## config.mk

```make
export PLATFORM = sky130hd
export DESIGN_NAME = debounce_fsm
export DESIGN_NICKNAME = d
export VERILOG_FILES = /design/src/rtl/debounce_fsm.sv
export SDC_FILE = /design/constraint.sdc
export NUM_CORES = 1
export LEC_CHECK = 0
export BUFFER_PORTS_ARGS = -buffer_cell sky130_fd_sc_hd__buf_2
export CORE_MARGIN = 1
export CORE_UTILIZATION = 45
export DETAILED_ROUTE_END_ITERATION = 12
export GPL_TIMING_DRIVEN = 0
export PLACE_DENSITY_LB_ADDON = 0.15
export SLEW_MARGIN = 20
export SYNTH_ARGS = -nofsm -noshare
export SYNTH_HDL_FRONTEND = slang
export SYNTH_SLANG_ARGS = --single-unit
```

## constraint.sdc

```tcl
create_clock -name i_clk -period 3 [get_ports i_clk]
set_input_delay 0.6 -clock i_clk [delete_from_list [all_inputs] [get_ports i_clk]]
set_output_delay 0.6 -clock i_clk [all_outputs]
set_load 0.1 [all_outputs]
```

## src/rtl/debounce_fsm.sv

```systemverilog
// debounce_fsm: synchronizes a raw switch and accepts a level change only after DB_CYCLES stable cycles.
module debounce_fsm #(
  parameter int SYNC_STAGES = 2,
  parameter int DB_CYCLES   = 1_000_000
) (
  input  logic i_clk,
  input  logic i_rst_n,
  input  logic i_raw,
  output logic o_lvl,
  output logic o_rise,
  output logic o_fall
);
  localparam int CW = $clog2(DB_CYCLES);
  typedef enum logic [1:0] {ZERO, WAIT1, ONE, WAIT0} state_t;
  logic [SYNC_STAGES-1:0] sync_q, sync_d;
  state_t state_q, state_d;
  logic [CW-1:0] cnt_q, cnt_d;
  logic lvl_q, lvl_d, rise_q, rise_d, fall_q, fall_d;
  logic s, last;
  assign s    = sync_q[SYNC_STAGES-1];
  assign last = cnt_q == CW'(DB_CYCLES - 1);
  always_comb begin
    sync_d  = {sync_q[SYNC_STAGES-2:0], i_raw};
    state_d = state_q;
    cnt_d   = cnt_q;
    case (state_q)
      ZERO: begin
        state_d = s ? WAIT1 : ZERO;
        cnt_d   = '0;
      end
      WAIT1: begin
        state_d = !s ? ZERO : last ? ONE : WAIT1;
        cnt_d   = (s && !last) ? cnt_q + 1'b1 : cnt_q;
      end
      ONE: begin
        state_d = s ? ONE : WAIT0;
        cnt_d   = '0;
      end
      WAIT0: begin
        state_d = s ? ONE : last ? ZERO : WAIT0;
        cnt_d   = (!s && !last) ? cnt_q + 1'b1 : cnt_q;
      end
      default: begin
        state_d = ZERO;
        cnt_d   = '0;
      end
    endcase
    // outputs are registered off the next state so they move on the accepting edge
    lvl_d  = (state_d == ONE) || (state_d == WAIT0);
    rise_d = (state_q == WAIT1) && (state_d == ONE);
    fall_d = (state_q == WAIT0) && (state_d == ZERO);
  end
  always_ff @(posedge i_clk or negedge i_rst_n) begin
    if (!i_rst_n) begin
      sync_q  <= '0;
      state_q <= ZERO;
      cnt_q   <= '0;
      lvl_q   <= 1'b0;
      rise_q  <= 1'b0;
      fall_q  <= 1'b0;
    end else begin
      sync_q  <= sync_d;
      state_q <= state_d;
      cnt_q   <= cnt_d;
      lvl_q   <= lvl_d;
      rise_q  <= rise_d;
      fall_q  <= fall_d;
    end
  end
  assign o_lvl  = lvl_q;
  assign o_rise = rise_q;
  assign o_fall = fall_q;
endmodule

```

==> qor.yml <==
status: "finished clean"
syn_area_per_cell_um2: 9.80
power_mw: 0.627
cp_top_family: "simple AND/OR/NAND/NOR gates"
cp-end-kind: "flip-flop"
leakage_nw: 0.589
ys_types: 35
critical_path_buf_inv_count: 0
viasPerCell: 5.89
final_area_mm2: 0.00145
utilization_pct: 52.1
postRouteAntennaNets: 0
max_slew_margin_pct: 32.6
power_density_mw_per_mm2: 433
hpwl_mm: 1.89
drc_errors: 0
cp.depth: 4
die_w_um: 56.4
dpl-instance-area_mm2: 0.00140
period_share_pct: 73.7
highest_layer: "met4"
post_cts_buffers: 0
final_common_cell: "dfrtp_1"
syn_inst: 136
synth_seq_cells: 26
tns_ns: 0
r2r_slack_ns: 0.79
cts_root_buf: "clkbuf_4"
wirelength_met1_mm: 1.31
vias: 1036
clk_pin_slew_ns: 0.14
syn_nets: 140
antenna_cells: 0
cp-startpoint: "cnt_q[0]"
timing.rr.end: "cnt_q[15]"
start_util_pct: 47.9
numCtsBuffers: 3
max_cap_violations: 0
layout_common_cells: "dfrtp_1, nor2_1, nand2_1"
fillCellCount: 257
routed_wl_mm: 2.63
cp_common_cell: "nand4_1"
cp-start-kind: "flip-flop"
regToRegStartpoint: "cnt_q[0]"
cts.sinks: 26
syn_to_final_growth_pct: 8.73
drive_gt1_share_pct: 10.3
min_period_ns: 2.21
tritoncts: "yes"
finalSetupViolations: 0
synth-seq-area-share_pct: 48.8
wl_per_cell_um: 14.9
finalMaxSlewViolations: 0
critPathKind: "flip-flop to flip-flop"
critPathSlowestCell: "nor4_1"
htree_levels: 1
skew_ns: 0.00440
synth.yosys.warnings: 0
clockBufferDepth: 2
grt_overflow: 0
wl_met3_um: 65
path_cells: "nand4_1 > nor4_1 > nand4_1 > mux2i_1"
fp.dieArea_mm2: 0.00318
grt_pass1_wl_mm: 4.67
cpPeakStageDelay_ns: 0.93
firstDrtPassIters: 6
hold_class: "input port to async pin"
drt_iter0_drc: 41
ios: 6
insertion_delay_ns: 0.32
core_mm2: 0.00278
place_congestion: 0.765
arrival_ns: 2.45
rsz0062_at_grt: "false"
grt_use_total_pct: 18.7
cp.required_ns: 3.24
syn_area_mm2: 0.00133
nNetsFinal: 150
hold_buffers: 0
port_buffers: 5
grt_max_degree: 27
grt_pass1_vias: 1021
fmax_mhz: 452
ctsResizeCount: 0
wl_met2_mm: 1.22
reg2reg_depth: 4
tightest_slew_ns: 1.00
cp_max_fo: 6
critPathCapture: "cnt_q[15]"
die_h_um: 56.4
hold_viol: 0
ir_drop_v: 0.000411
fp-row-count: 19
antenna_found_initial: 0
==> final cells by class <==
cell class                 instances  area, um2  share of cell area, %
tap                               31       38.8                   2.68
clock inverter                     1       30.0                   2.07
buffer                             5       21.3                   1.47
multi-input combinational         99        638                   44.0
clock buffer                       3       22.5                   1.55
timing repair buffer               5       25.0                   1.73
sequential                        26        651                   44.9
inverter                           6       22.5                   1.55
==> stage by stage <==
step	cells	worst slack, ns	hold slack (ns)
2_1_floorplan	136	0.568	0.304
3_5_place_dp	172	0.819	0.342
5_1_grt	176	0.572	0.287
6_report	176	0.788	0.252
4_1_cts	176	0.780	0.271
3_3_place_gp	172	0.900	0.340
==> registers in the layout, indices dropped and copies added (netlist names) <==
register and count:
cnt_q 20, o_fall 1, o_lvl 1, sync_q 2, state_q 1, o_rise 1
==> per-layer routing <==
layer | vias to the layer above | GRT usage [%]
met4 | 0 | 7.32
met5 | - | 0
met3 | 5 | 2.53
met2 | 19 | 30.1
met1 | 493 | 25.7
li1 | 519 | -
==> power by group <==
| group | total, mW | internal [mW] | switching (mW) |
|---|---|---|---|
| sequential | 0.362 | 0.355 | 0.00664 |
| clock | 0.237 | 0.135 | 0.102 |
| combinational | 0.0280 | 0.00894 | 0.0190 |
| total | 0.627 | 0.499 | 0.128 |
==> synth_stat cells, drive strengths merged <==
library cell  instances  area share (%)
clkbuf                4             1.2
dfrtp                26              49
mux2                  1            0.85
a31oi                 4             1.9
a31o                  1            0.66
a21oi                 8             3.0
nand4                 6             2.8
or4bb                 2             1.7
a41o                  1            0.75
nor4                  7             4.4
xor2                  2             1.3
inv                   6             1.7
or4b                  2             1.5
or4                   2             1.1
nand2                 9             2.5
o41ai                 1            0.66
nor3b                 3             1.7
and3                  1            0.47
buf                   1            0.38
a21o                  2             1.1
o21ai                 6             2.3
mux2i                 3             2.3
nor3                  4             1.5
nand3                 8             3.0
or3                   2            0.94
a211oi                1            0.56
xnor2                 7             4.6
and2                  1            0.47
ha                    1            0.94
nand2b                3             1.4
nor4b                 1            0.66
nor2                 10             2.8
==> cells by family (layout without fill, tap and decap cells) <==
family / after synthesis / count (layout) / synth area share, %
AND/OR/NAND/NOR: 61 / 61 / 27.0
flip-flops: 26 / 26 / 48.8
AO/OA/AOI/OAI: 24 / 24 / 10.9
buffers and inverters: 11 / 20 / 3.29
XOR/XNOR: 9 / 9 / 5.92
multiplexers: 4 / 4 / 3.10
adder cells (fa/ha/maj): 1 / 1 / 0.939
==> worst min-delay path by stage <==
| stage | depth (start not counted) | to |
|---|---|---|
| 2_1_floorplan | 0 | cnt_q[0] |
| 3_3_place_gp | 0 | sync_q[1] |
| 3_5_place_dp | 0 | sync_q[1] |
| 4_1_cts | 1 | cnt_q[13] |
| 5_1_grt | 1 | cnt_q[16] |
| 6_report | 1 | cnt_q[14] |
(Power assumes the default switching activity.)
